$ cat src/rtl/uart_nic.sv
// Host byte interface to an 8N1 UART line.
// TX FIFO feeds the serializer; RX FIFO buffers line-receiver bytes for the host.
module uart_nic #(
  parameter int CLKS_PER_BIT = 434,
  parameter int ADDR_W       = 3
) (
  input  logic              clk,
  input  logic              rst_n,
  input  logic              host_wr,
  input  logic [7:0]        host_wr_data,
  input  logic              host_rd,
  output logic [7:0]        host_rd_data,
  output logic              rx_avail,
  output logic [ADDR_W:0]   rx_count,
  output logic              tx_full,
  output logic              tx_busy,
  output logic              tx_serial,
  input  logic [7:0]        rx_byte,
  input  logic              rx_byte_valid,
  output logic              rx_overflow,
  output logic              tx_overflow
);

  localparam int DEPTH = 1 << ADDR_W;
  localparam logic [ADDR_W:0] CNT_FULL = {1'b1, {ADDR_W{1'b0}}};
  localparam int BW = (CLKS_PER_BIT > 2) ? $clog2(CLKS_PER_BIT) : 1;
  localparam logic [BW-1:0] BAUD_END = BW'(CLKS_PER_BIT - 1);

  typedef enum logic [1:0] {
    IDLE  = 2'd0,
    START = 2'd1,
    DATA  = 2'd2,
    STOP  = 2'd3
  } state_t;

  state_t          state;
  logic [BW-1:0]   baud;
  logic [2:0]      bit_idx;
  logic [7:0]      shreg;
  logic            baud_end;

  logic [7:0]        tx_mem [DEPTH];
  logic [ADDR_W-1:0] tx_wp;
  logic [ADDR_W-1:0] tx_rp;
  logic [ADDR_W:0]   tx_cnt;
  logic              tx_empty;
  logic              tx_push;
  logic              tx_pop;

  logic [7:0]        rx_mem [DEPTH];
  logic [ADDR_W-1:0] rx_wp;
  logic [ADDR_W-1:0] rx_rp;
  logic              rx_full;
  logic              rx_push;
  logic              rx_pop;
  logic [ADDR_W:0]   rx_cnt_nxt;

  assign baud_end = (baud == BAUD_END);
  assign tx_empty = (tx_cnt == '0);
  assign tx_full  = (tx_cnt == CNT_FULL);
  assign tx_busy  = (state != IDLE);

  // Serializer pulls a byte when idle or right at the end of a stop bit,
  // so queued frames go out back-to-back.
  assign tx_pop  = !tx_empty &&
                   ((state == IDLE) || ((state == STOP) && baud_end));
  assign tx_push = host_wr && (!tx_full || tx_pop);

  assign rx_full    = (rx_count == CNT_FULL);
  assign rx_pop     = host_rd && (rx_count != '0);
  assign rx_push    = rx_byte_valid && (!rx_full || rx_pop);
  assign rx_cnt_nxt = rx_count
                    + (ADDR_W+1)'(rx_push)
                    - (ADDR_W+1)'(rx_pop);

  // TX FIFO storage
  always_ff @(posedge clk) begin
    if (tx_push)
      tx_mem[tx_wp] <= host_wr_data;
  end

  // TX FIFO pointers, occupancy and sticky write-drop flag
  always_ff @(posedge clk or negedge rst_n) begin
    if (!rst_n) begin
      tx_wp       <= '0;
      tx_rp       <= '0;
      tx_cnt      <= '0;
      tx_overflow <= 1'b0;
    end else begin
      if (tx_push)
        tx_wp <= tx_wp + 1'b1;
      if (tx_pop)
        tx_rp <= tx_rp + 1'b1;
      tx_cnt <= tx_cnt
              + (ADDR_W+1)'(tx_push)
              - (ADDR_W+1)'(tx_pop);
      if (host_wr && tx_full && !tx_pop)
        tx_overflow <= 1'b1;
    end
  end

  // 8N1 serializer; the line is a register so reset forces it high at once
  always_ff @(posedge clk or negedge rst_n) begin
    if (!rst_n) begin
      state     <= IDLE;
      baud      <= '0;
      bit_idx   <= '0;
      shreg     <= '0;
      tx_serial <= 1'b1;
    end else begin
      unique case (state)
        IDLE: begin
          baud      <= '0;
          tx_serial <= 1'b1;
          if (!tx_empty) begin
            shreg     <= tx_mem[tx_rp];
            tx_serial <= 1'b0;
            state     <= START;
          end
        end
        START: begin
          if (baud_end) begin
            baud      <= '0;
            bit_idx   <= '0;
            tx_serial <= shreg[0];
            state     <= DATA;
          end else begin
            baud <= baud + 1'b1;
          end
        end
        DATA: begin
          if (baud_end) begin
            baud <= '0;
            if (bit_idx == 3'd7) begin
              tx_serial <= 1'b1;
              state     <= STOP;
            end else begin
              bit_idx   <= bit_idx + 3'd1;
              tx_serial <= shreg[bit_idx + 3'd1];
            end
          end else begin
            baud <= baud + 1'b1;
          end
        end
        STOP: begin
          if (baud_end) begin
            baud <= '0;
            if (!tx_empty) begin
              shreg     <= tx_mem[tx_rp];
              tx_serial <= 1'b0;
              state     <= START;
            end else begin
              state <= IDLE;
            end
          end else begin
            baud <= baud + 1'b1;
          end
        end
        default: begin
          state     <= IDLE;
          tx_serial <= 1'b1;
        end
      endcase
    end
  end

  // RX FIFO storage
  always_ff @(posedge clk) begin
    if (rx_push)
      rx_mem[rx_wp] <= rx_byte;
  end

  // RX FIFO pointers, registered status and host read data
  always_ff @(posedge clk or negedge rst_n) begin
    if (!rst_n) begin
      rx_wp        <= '0;
      rx_rp        <= '0;
      rx_count     <= '0;
      rx_avail     <= 1'b0;
      host_rd_data <= '0;
      rx_overflow  <= 1'b0;
    end else begin
      if (rx_push)
        rx_wp <= rx_wp + 1'b1;
      if (rx_pop) begin
        rx_rp        <= rx_rp + 1'b1;
        host_rd_data <= rx_mem[rx_rp];
      end
      rx_count <= rx_cnt_nxt;
      rx_avail <= (rx_cnt_nxt != '0);
      if (rx_byte_valid && rx_full && !rx_pop)
        rx_overflow <= 1'b1;
    end
  end

endmodule

$ cat config.mk
export PLATFORM = sky130hd
export DESIGN_NAME = uart_nic
export DESIGN_NICKNAME = d
export VERILOG_FILES = /design/src/rtl/uart_nic.sv
export SDC_FILE = /design/constraint.sdc
export NUM_CORES = 1
export LEC_CHECK = 0
export ABC_AREA = 1
export BUFFER_PORTS_ARGS = -buffer_cell sky130_fd_sc_hd__buf_2
export CAP_MARGIN = 5
export CORE_ASPECT_RATIO = 1.75
export CORE_UTILIZATION = 60
export CTS_CLUSTER_SIZE = 14
export DETAILED_ROUTE_END_ITERATION = 6
export PLACE_DENSITY_LB_ADDON = 0.08
export SLEW_MARGIN = 20
export SYNTH_ARGS = -nofsm -noshare
export SYNTH_HDL_FRONTEND = slang
export SYNTH_SLANG_ARGS = --single-unit
$ cat constraint.sdc
create_clock -name clk -period 5.35 [get_ports clk]
set_clock_uncertainty 0.1 [all_clocks]
set_input_delay 0.8025 -clock clk [delete_from_list [all_inputs] [get_ports clk]]
set_output_delay 0.8025 -clock clk [all_outputs]
set_load 0.01 [all_outputs]
Word level (Yosys, flattened, before mapping)

Memories as Yosys holds them, arrays and structs flattened. A register that Yosys moved wholly into a read port is not among the register bits.
Index checks and enable logic that the tools add are counted.

Memories kept: 2
Bits in registers: 46
Bits in writable memories: 128
Input bits: 21
Logic and storage cells: 100

Add/sub/neg operators: 10
$lt $le $gt $ge: 1
Equality and inequality tests: 14
Reduce and logical (&&, ||, !) cells: 30
Muxes and demuxes: 29

Memory list:

| memory | depth | bits a word | read ports | clocked after Yosys merged registers in | write ports | line | text |
|---|---|---|---|---|---|---|---|
| rx_mem | 8     | 8           | 1          | 1                                       | 1           | 50   | `logic [7:0] rx_mem [DEPTH];` |
| tx_mem | 8     | 8           | 1          | 0                                       | 1           | 42   | `logic [7:0] tx_mem [DEPTH];` |

Operator list:

| operator            | count |
|---|---|
| $pmux 9 s2          | 1 |
| $mux 8              | 2 |
| $pmux 8 s2          | 1 |
| $add 3x1->3 const B | 5 |
| $ne 2x2->1 const B  | 7 |
| $mux 1              | 12 |
| $mux 2              | 5 |
| $add 9x1->9 const B | 1 |
| $eq 9x9->1 const B  | 1 |
| $logic_and 1x1->1   | 9 |
| $mux 3              | 3 |
| $mux 9              | 1 |
| $add 4x1->4         | 2 |
| $eq 4x4->1 const B  | 2 |
| $pmux 2 s4          | 1 |
| $reduce_and 4->1    | 2 |
| $reduce_bool 4->1   | 2 |
| $sub 4x1->4         | 2 |
| $logic_not 1->1     | 6 |
| $pmux 3 s2          | 1 |
| $reduce_bool 2->1   | 3 |
| $reduce_and 5->1    | 1 |
| $eq 2x2->1 const B  | 2 |
| $logic_not 4->1     | 1 |
| 9 further kinds     | 11 |

Depth between registers and ports, before layout

Gate-level depths: netlist (run 1).

Depth in word-level cells: 8
Depth in mapped cells: 14
Gate-level depth less buffers: 14

Worst setup path before layout (run 1)

OpenSTA, ideal clock, no wires.

Path kind: input -> register
Start: input port host_rd
End: register rx_avail
Buffers on the path: 1
Stages: 11
Arrival time: 2433 ps
Path slack: 2692 ps
Library setup time: 125 ps
Data required time: 5125 ps
Cells stage by stage: nand2_1 inv_1 clkbuf_1 ha_1 inv_1 ha_1 inv_1 fa_1 inv_1 nor3_1 nand2_1

Longest elaborated chain between the ends: 6

RTL lines:

| what                   | line | text |
|---|---|---|
| start: declaration     | 11   | `input logic host_rd,` |
| $logic_and 1x1->1 (*)  | 70   | `assign rx_pop = host_rd && (rx_count != '0);` |
| $logic_or 1x1->1       | 71   | `assign rx_push = rx_byte_valid && (!rx_full \|\| rx_pop);` |
| $logic_and 1x1->1      | 71   |  |
| $add 4x1->4            | 73   | `+ (ADDR_W+1)'(rx_push)` |
| $sub 4x1->4 (*)        | 74   | `- (ADDR_W+1)'(rx_pop);` |
| via rx_cnt_nxt[1]      | 56   | `logic [ADDR_W:0] rx_cnt_nxt;` |
| $reduce_bool 4->1 (*)  | 190  | `rx_avail <= (rx_cnt_nxt != '0);` |
| end signal: assignment | 190  |  |
| end: declaration       | 13   | `output logic rx_avail,` |

Mark *: on every way through the listed nets, which the timed path passes. The rest lies on a longest branch.
A chain may end at the register's enable or synchronous reset.

Final worst setup path (run 1)

Start: register rx_count[1]
End: register rx_avail

Longest elaborated chain between the ends: 7

RTL lines:

| what                                                 | line   | text |
|---|---|---|
| start: declaration                                   | 14     | `output logic [ADDR_W:0] rx_count,` |
| start signal: assignment                             | 189    | `rx_count <= rx_cnt_nxt;` |
| $eq 4x4->1 or $reduce_bool 4->1 (tied branches)      | 69, 70 |  |
| $logic_not 1->1 or $logic_and 1x1->1 (tied branches) | 71, 70 |  |
| $logic_or 1x1->1                                     | 71     |  |
| $logic_and 1x1->1                                    | 71     |  |
| $add 4x1->4                                          | 73     |  |
| $sub 4x1->4 (*)                                      | 74     |  |
| via rx_cnt_nxt[1]                                    | 56     |  |
| $reduce_bool 4->1 (*)                                | 190    |  |

Marks and branches as above.

==> reports/metrics.yaml, run 1 <==
wl_mm: 14.9
drt_iter0_drc: 270
worst_path_most_repeated_cell: "inv_1"
rsz0062_at_grt: "false"
cp.arrival_ns: 3.06
cp-start-kind: "flop"
ant_nets: 0
synth_warnings: 0
end_kind: "flop"
clock_sinks: 182
portBuffers: 38
synth-simple-area-share: 0.144
diodes: 0
swShare: 0.322
grt_max_degree: 55
drc_errors: 0
grt_pass1_wl_mm: 24.3
p_int_mw: 2.75
initial_core_util: 0.619
grt_pass1_vias: 5135
synth-adder-area-share: 0.0438
relSlewSlack: 0.296
finalHoldViolCount: 0
dpl.hpwl_mm: 10.5
die_w_um: 88.1
pwr-share-seq: 0.464
crit_type: "flop to flop"
r2r_cells: 12
avgSynthCellArea_sq_um: 11.1
post_cts_buffers: 0
clkTransAtPathRegs_ns: 0.07
synth-compound-area-share: 0.0926
syn2layout_area_growth_pct: 12.0
setup_viol: 0
routabilityCongestion: 0.867
hold_ws_ns: 0.375
root_buffer: "clkbuf_16"
slowest_stage: "fa_1"
critPathLaunch: "rx_count[1]"
numCtsBuffers: 17
boundaryPins: 39
ff2ff_setup_slack_ns: 2.50
final_common_cell: "edfxtp_1"
clock_power_share: 0.302
ys_seq_area_frac: 0.668
die-area_sq_um: 13400
worstMarginPinSlew_ns: 1.06
n_fill_cell: 909
vias_per_cell: 5.52
num_rows: 54
reg2reg_from: "rx_count[1]"
synth_top_family_by_area: "simple AND/OR/NAND/NOR gates"
path_cells: "nor2_1, nand2_1, nand2_1, inv_1, ha_1, inv_1, ha_1, inv_1, fa_1, inv_1, nor3_1, nand2_1"
power.density_nw_per_um2: 466
p_sw_mw: 1.31
hold_class: "flop to flop"
critPathCapture: "rx_avail"
finalCritPeriodShare: 0.532
seqCellArea_sq_um: 5200
p_leak_nw: 3.42
crit_path_max_fanout: 12
antenna_found_initial: 0
overflow: 0
min_period_ns: 2.85
drive_gt1_frac: 0.120
core_sq_um: 12600
multi_input_area_sq_um: 2290
vdd_ir_drop_max_mv: 0.257
max_freq_ghz: 0.351
power.share.combinational: 0.234
yosys.cell_types.count: 35
syn_nets: 746
clk_latency_ns: 0.42
slowest_delay_ns: 0.48
yosys-mux-area-fraction: 0
synth.cell_area_sq_um: 7780
vias: 5081
grt_use_total: 0.242
ctsResizeCount: 0
crit_family: "adder cells"
crit_buf_inv: 4
setup_tns_ns: 0
syn_inst: 699
r2r_end: "rx_avail"
cts_buffer_depth: 2
post_drt_wl_per_cell_um: 16.2
cp_num_cells: 12
required_ns: 5.56
yosys.area_share.xor_xnor: 0.0135
final_cell_mix: "edfxtp_1 (128), nor2_1 (122), nand2_1 (110)"
cap_violations: 0
synth-seq-cells: 182
num-nets-final: 786
h-tree-depth: 4
firstDrtPassIters: 4
ctsHoldBuffers: 0
status: "finished clean"
slew_violations: 0
dieHeight_um: 153
cts_tree: "done"
power_mw: 4.06
cell families (layout without fill, tap and decap cells):
group | count (synthesis) | after routing
compound gates | 133 | 133
xor+xnor | 12 | 12
simple gates | 273 | 273
fa+ha+maj | 26 | 26
flops | 182 | 182
buf+inv | 73 | 126
cell type report:
class / instances / area share
Sequential cell: 182 / 0.596
Multi-Input combinational cell: 444 / 0.263
Clock buffer: 19 / 0.0497
Timing Repair Buffer: 45 / 0.0279
Tap cell: 168 / 0.0241
Inverter: 49 / 0.0213
Clock inverter: 13 / 0.0181
how the worst min path moves through the flow:
stage | from | to | slack, ns | depth (start not counted)
floorplan | bit_idx[1] | bit_idx[1] | 0.36 | 2
global placement | rx_overflow | rx_overflow | 0.36 | 1
detailed placement | host_rd_data[3] | host_rd_data[3] | 0.36 | 2
CTS | tx_serial | tx_serial | 0.38 | 2
global route | tx_overflow | tx_overflow | 0.40 | 1
finish | tx_serial | tx_serial | 0.37 | 2
Yosys cell counts:
master	instances	share of area
nor3b_1	2	0.0019
dfrtp_1	53	0.17
nand3_2	2	0.0026
clkbuf_1	13	0.0063
ha_1	24	0.039
nand2_2	5	0.0040
xor2_1	8	0.0090
nor3_1	10	0.0064
nand2_1	110	0.053
o31ai_1	1	0.00097
nor2_1	122	0.059
buf_2	9	0.0058
nand4_1	1	0.00080
o21ai_2	2	0.0023
o21ai_0	100	0.064
edfxtp_1	128	0.49
dfstp_2	1	0.0034
buf_1	1	0.00048
nor2_4	1	0.0014
o21bai_1	2	0.0019
clkinv_2	1	0.00064
clkinv_1	2	0.00097
and3_1	1	0.00080
nand3b_1	1	0.00097
o21ai_1	3	0.0019
nand3_1	15	0.0097
nor3_4	1	0.0021
fa_1	2	0.0051
or2_2	1	0.00080
inv_1	46	0.022
nor2_2	1	0.00080
o211ai_1	16	0.015
a21oi_1	9	0.0058
xnor2_1	4	0.0045
buf_6	1	0.0014
power by group through the flow:
| stage | registers (mW) | clock network [mW] | logic, mW |
|---|---|---|---|
| 2_1_floorplan | 1.90 | 0 | 0.630 |
| 3_3_place_gp | 1.90 | 0 | 0.912 |
| 3_5_place_dp | 1.91 | 0 | 0.954 |
| 4_1_cts | 1.88 | 1.23 | 0.957 |
| 5_1_grt | 1.91 | 1.29 | 1.08 |
| 6_report | 1.88 | 1.22 | 0.949 |
state kept, by name (all words and copies together), names as in the netlist, 4 cells and up:
name and count:
rx_mem 64, host_rd_data 8, shreg 8, tx_cnt 4
rx_count 4, tx_mem 64, baud 9
tightest hold or removal path: cells and delay by family, from the launching register on:
kind | cells | cell delay, ns
DFF | 1 | 0.37
and+or+nand+nor | 2 | 0.10
routing by layer:
metal / track usage / vias up / routed length [um]
met2: 0.470 / 116 / 8860
met3: 0.0401 / 36 / 435
met4: 0.112 / 0 / 464
li1: - / 2464 / -
met1: 0.237 / 2465 / 5170
met5: 0 / - / 0
through the flow:
stage	std cells	util	instance area, sq um	setup WS, ns
after detailed placement	888	0.646	8120	2.28
after global placement	888	0.646	8120	2.33
after global routing	920	0.693	8710	2.31
final	920	0.693	8710	2.50
after CTS	920	0.693	8710	2.48
after floorplan	699	-	7780	2.69
(Power assumes the default switching activity.)
==> inputs of run 2 (changes only) <==
--- a/config.mk
+++ b/config.mk
@@ -5,7 +5,7 @@
 export SDC_FILE = /design/constraint.sdc
 export NUM_CORES = 1
 export LEC_CHECK = 0
-export ABC_AREA = 1
+export ABC_AREA = 0
 export BUFFER_PORTS_ARGS = -buffer_cell sky130_fd_sc_hd__buf_2
 export CAP_MARGIN = 5
 export CORE_ASPECT_RATIO = 1.75
==> constraint.sdc (replaced) <==
create_clock -name clk -period 2.9 [get_ports clk]
set_clock_uncertainty 0.1 [all_clocks]
set_input_delay 0.435 -clock clk [delete_from_list [all_inputs] [get_ports clk]]
set_output_delay 0.435 -clock clk [all_outputs]
set_load 0.01 [all_outputs]
==> reports/metrics.yaml, run 2 <==
avgSynthCellArea_sq_um: 17.1  # +53%
h-tree-depth: 4  # unchanged
drive_gt1_frac: 0.275  # +0.155
die-area_sq_um: 13300  # -1.0%
yosysMostFrequentCell: "edfxtp_1"
crit_path_max_fanout: 3  # -9
n_fill_cell: 817  # -10%
clkTransAtPathRegs_ns: 0.07  # about the same
grt_max_degree: 28  # -49%
setup_viol: 0  # unchanged
finalHoldViolCount: 0  # unchanged
power.density_nw_per_um2: 846  # +82%
grt_use_total: 0.230  # -0.0121
drt_iter0_drc: 152  # -44%
dpl.hpwl_mm: 9.71  # -7.4%
vias: 4073  # -20%
cts_tree: "done"
final_cell_mix: "edfxtp_1 (128), dfrtp_1 (53), buf_2 (38)"
cap_violations: 0  # unchanged
end_kind: "flop"
cp.arrival_ns: 3.00  # -0.06 ns
post_drt_wl_per_cell_um: 19.8  # +22%
firstDrtPassIters: 4  # unchanged
min_period_ns: 2.81  # -0.0349 ns
yosys.area.top_type: "edfxtp_1"
cp-start-kind: "flop"
finalCritPeriodShare: 0.969  # +0.437
syn_nets: 498  # -33%
clock_sinks: 182  # unchanged
synth.cell_area_sq_um: 7700  # -1.0%
crit_type: "flop to flop"
synthArstFlopShare: 0.297  # unchanged
rsz0062_at_grt: "false"
syn2layout_area_growth_pct: 14.4
initial_core_util: 0.616  # -0.00316
grt_pass1_wl_mm: 22.0  # -9.5%
max_freq_ghz: 0.356  # +1.2%
synth_flop_cell: "edfxtp_1"
yosys.cell_types.count: 50  # +43%
p_leak_nw: 3.39  # -0.84%
utilization: 0.705  # +0.0113
syn_inst: 451  # -35%
drc_errors: 0  # unchanged
wl_mm: 13.8  # -7.3%
required_ns: 3.09  # -2.47 ns
setup_tns_ns: 0  # unchanged
reg_top3: "rx_mem x64, tx_mem x64, baud x9"
grt_pass1_vias: 4283  # -17%
ff2ff_setup_slack_ns: 0.09  # -2.42 ns
ant_nets: 0  # unchanged
cts_buffer_depth: 2  # unchanged
status: "finished clean"
slew_violations: 0  # unchanged
numCtsBuffers: 17  # unchanged
worstMarginPinSlew_ns: 0.848  # -0.208 ns
overflow: 0  # unchanged
num-nets-final: 565  # -28%
synth_top_area_frac: 0.499  # +0.00522
ys_seq_area_frac: 0.675  # +0.00706
portBuffers: 38  # unchanged
vias_per_cell: 5.82  # +5.4%
boundaryPins: 39  # unchanged
synthTopCellsByArea: "edfxtp_1 (50%), dfrtp_1 (17%), mux4_2 (6.1%)"
num_rows: 54  # unchanged
clk_latency_ns: 0.42  # about the same
synth_warnings: 0  # unchanged
root_buffer: "clkbuf_16"
synth-edff-count: 128  # unchanged
hold_class: "input pin to flop"
die_w_um: 87.6  # -0.51%
routabilityCongestion: 0.806  # -7.1%
core_sq_um: 12500  # -0.54%
synth-seq-cells: 182  # unchanged
antenna_found_initial: 1  # +1
vdd_ir_drop_max_mv: 0.707  # +180%
synth_common_cells: "edfxtp_1 (128), dfrtp_1 (53), nor2_1 (28), ha_1 (24), nand2_1 (23)"
dieHeight_um: 152  # -0.52%
final_common_cell: "edfxtp_1"
relSlewSlack: 0.435  # +0.138
-- run 2: cell types whose count changed after synthesis, sizes merged, moves of 5 or more --
cell	before	now
nor2	124	28
nand2	115	23
o21ai	105	13
mux4	0	34
inv	46	21
mux2	0	21
o211ai	16	0
nand3	17	5
clkbuf	13	4
mux2i	0	9
xnor2	4	10
a22o	0	5
nor3	11	6
-- run 2: final timing paths --
path                                   from      endpoint  cells past startpoint
worst max-delay path            rx_count[3]      rx_avail                     11
worst min-delay path             rx_byte[1]  rx_mem[2][1]                      1
worst max register to register  rx_count[3]      rx_avail                     11
worst min register to register  tx_overflow   tx_overflow                      1
max in group asynchronous             rst_n     tx_serial                      3
min in group asynchronous             rst_n   rx_overflow                      2
-- run 2: critical path, stage by stage (launching register included) --
cell and delay (ns):
dfrtp_1 0.37, inv_1 0.05, ha_2 0.17, nand2b_1 0.15, a31o_4 0.22, ha_1 0.28, inv_1 0.06, ha_2 0.18
inv_1 0.05, fa_1 0.48, inv_1 0.05, or4_1 0.52
-- run 2: area by class of cell --
class | instances | area, sq um | share of cell area
multi-input cells | 234 | 2360 | 0.268
repair buffers | 62 | 373 | 0.0423
clock inverters | 14 | 156 | 0.0178
diodes | 1 | 2.50 | 0.000284
well taps | 168 | 210 | 0.0239
inverters | 21 | 78.8 | 0.00895
clock buffers | 18 | 429 | 0.0487
flip-flops and latches | 182 | 5200 | 0.590
-- run 2: layer usage --
layer / track usage / vias to the layer above / wire, um
met5: 0 / - / 0
met4: 0.109 / 0 / 448
met3: 0.0467 / 36 / 447
met2: 0.426 / 93 / 7980
met1: 0.240 / 2067 / 4970
li1: - / 1877 / -
-- run 2: logic make-up (layout without fill, tap and decap cells) --
kind of cell	Yosys count	after routing	synth area share
AOI/OAI and AO/OA	40	40	0.0356
xor gates and xnor gates	18	18	0.0205
adders and majority gates	26	26	0.0442
buffers and inverters	35	115	0.0216
DFF	182	182	0.675
muxes	64	64	0.148
other	0	1	0
and+or+nand+nor	86	86	0.0548
-- run 2: through the flow --
step           area [sq um]  worst slack (ns)  power (mW)  std cells  hold WS, ns
6_report               8810            0.0889        7.45        700        0.177
3_3_place_gp           8190            0.0865        5.20        665        0.223
4_1_cts                8780           0.00490        7.50        698        0.164
5_1_grt                8810           0.00627        7.81        700        0.170
2_1_floorplan          7700            0.0779        4.66        451       0.0394
3_5_place_dp           8190            0.0145        5.30        665        0.232
-- run 2: timing repair --
item | CTS | global route
buffers inserted | 0 | 1
resized for setup | 0 | 4
setup endpoints to repair | 0 | 1
hold endpoints to repair | 10 | 0
hold buffers | 1 | 0
-- run 2: power by group --
part / internal, mW / leakage, nW / switching (mW)
registers: 3.27 / 1.81 / 0.313
clock network: 1.16 / 0.284 / 1.05
logic: 0.801 / 1.30 / 0.861
total: 5.22 / 3.39 / 2.23
==> inputs of run 3 (changes only) <==
--- a/config.mk
+++ b/config.mk
@@ -9,6 +9,7 @@
 export BUFFER_PORTS_ARGS = -buffer_cell sky130_fd_sc_hd__buf_2
 export CAP_MARGIN = 5
 export CORE_ASPECT_RATIO = 1.75
+export CORE_MARGIN = 2
 export CORE_UTILIZATION = 60
 export CTS_CLUSTER_SIZE = 14
 export DETAILED_ROUTE_END_ITERATION = 6
==> reports/metrics.yaml, run 3 (same netlist as run 2, synthesis figures left out) <==
core_sq_um: 12500  # unchanged
die_w_um: 89.6  # +2.3%
finalHoldViolCount: 0  # unchanged
portBuffers: 38  # unchanged
vias_per_cell: 5.74  # -1.3%
worstMarginPinSlew_ns: 0.810  # -0.0386 ns
grt_pass1_wl_mm: 21.8  # -0.94%
cap_violations: 0  # unchanged
h-tree-depth: 4  # unchanged
num_rows: 54  # unchanged
final_common_cell: "edfxtp_1"
slowest_delay_ns: 0.53  # about the same
max_freq_ghz: 0.356  # about the same
diodes: 0  # -1
drc_errors: 0  # unchanged
wl_met3_um: 400  # -11%
min_period_ns: 2.81  # -0.00130 ns
antenna_found_initial: 0  # -1
relSlewSlack: 0.460  # +0.0257
die-area_sq_um: 13800  # +3.6%
routabilityCongestion: 0.818  # +1.5%
drt-met1-wl_mm: 4.92  # -1.1%
wl_mm: 13.7  # -0.93%
initial_core_util: 0.616  # unchanged
cp.arrival_ns: 3.00  # about the same
finalCritPeriodShare: 0.969  # about the same
cp-start-kind: "flop"
end_kind: "flop"
power_mw: 7.45  # about the same
path_cells: "inv_1, ha_2, nand2b_4, a31o_4, ha_1, inv_1, ha_2, inv_1, fa_1, inv_1, or4_4"
grt_pass1_vias: 4219  # -1.5%
top_layer: "met4"
dieHeight_um: 154  # +1.3%
crit_type: "flop to flop"
syn2layout_area_growth_pct: 14.5  # about the same
cts_buffer_depth: 2  # unchanged
hold_ws_ns: 0.164  # -0.0124 ns
multi_input_area_sq_um: 2370  # +0.58%
boundaryPins: 39  # unchanged
vias: 4009  # -1.6%
dpl.hpwl_mm: 9.38  # -3.5%
power.density_nw_per_um2: 846  # about the same
drt_iter0_drc: 176  # +16%
grt_max_degree: 38  # +36%
n_fill_cell: 804  # -1.6%
reg_top3: "rx_mem x64, tx_mem x64, baud x9"
status: "finished clean"
post_drt_wl_per_cell_um: 19.6  # -0.65%
crit_path_max_fanout: 3  # unchanged
firstDrtPassIters: 4  # unchanged
vdd_ir_drop_max_mv: 0.734  # +3.8%
slowest_stage: "or4_4"
ant_nets: 0  # unchanged
num-nets-final: 564  # -0.18%
root_buffer: "clkbuf_16"
clk_latency_ns: 0.43  # about the same
worst_path_most_repeated_cell: "inv_1"
drive_gt1_frac: 0.277  # +0.00241
final_cell_mix: "edfxtp_1 (128), dfrtp_1 (53), buf_2 (38)"
clkTransAtPathRegs_ns: 0.07  # about the same
cts_tree: "done"
overflow: 0  # unchanged
slew_violations: 0  # unchanged
seqCellArea_sq_um: 5200  # unchanged
numCtsBuffers: 17  # unchanged
grt_use_total: 0.221  # -0.00955
required_ns: 3.09  # about the same
wl_met2_mm: 8.09  # +1.4%
hold_class: "input pin to flop"
p_leak_nw: 3.40  # +0.12%
setup_viol: 0  # unchanged
clock_sinks: 182  # unchanged
==> run 3: report_power, final <==
part	leakage [nW]	internal [mW]	switching [mW]
Clock	0.286	1.16	1.06
Sequential	1.81	3.26	0.301
Combinational	1.30	0.810	0.858
==> run 3: path summary, 6_finish.rpt <==
kind	start	to	slack, ns	cells past startpoint
setup / recovery	rx_count[2]	rx_avail	0.09	11
hold / removal	rx_byte[4]	rx_mem[3][4]	0.16	1
setup reg to reg	rx_count[2]	rx_avail	0.09	11
hold reg to reg	tx_overflow	tx_overflow	0.37	1
max in group asynchronous	rst_n	tx_overflow	1.46	3
min in group asynchronous	rst_n	baud[5]	0.36	2
==> run 3: layout make-up <==
type	instances	area share
Multi-Input combinational cell	234	0.270
Tap cell	168	0.0239
Clock inverter	14	0.0176
Timing Repair Buffer	61	0.0415
Inverter	21	0.00895
Sequential cell	182	0.590
Clock buffer	18	0.0487
==> run 3: repair_timing <==
item,4_1_cts,5_1_grt
endpoints found under the hold margin,16,0
gates resized for setup,0,6
endpoints found under the setup margin,0,1
buffers inserted,0,1
hold buffers,1,0
==> run 3: worst max-delay path: cells and delay by family (launching register included) <==
kind,cells,cell delay (ns)
adder cells (fa/ha/maj),4,1.11
AND/OR/NAND/NOR,2,0.66
flip-flops,1,0.34
buffers and inverters,4,0.24
AO/OA/AOI/OAI,1,0.21
==> run 3: routing by layer <==
| metal | global-route usage | vias to the layer above |
|---|---|---|
| li1 | - | 1873 |
| met1 | 0.237 | 2050 |
| met2 | 0.408 | 63 |
| met3 | 0.0451 | 23 |
| met4 | 0.0832 | 0 |
| met5 | 0 | - |
==> run 3: stage by stage <==
stage / setup WS (ns) / util / TNS [ns] / cells / cell area [sq um]
final: 0.0902 / 0.705 / 0 / 698 / 8810
after global routing: -0.0123 / 0.705 / -0.0123 / 698 / 8810
after CTS: 0.000546 / 0.702 / 0 / 697 / 8770
after detailed placement: 0.0165 / 0.654 / 0 / 664 / 8180
after global placement: 0.0898 / 0.654 / 0 / 664 / 8180
after floorplan: 0.0779 / - / 0 / 451 / 7700
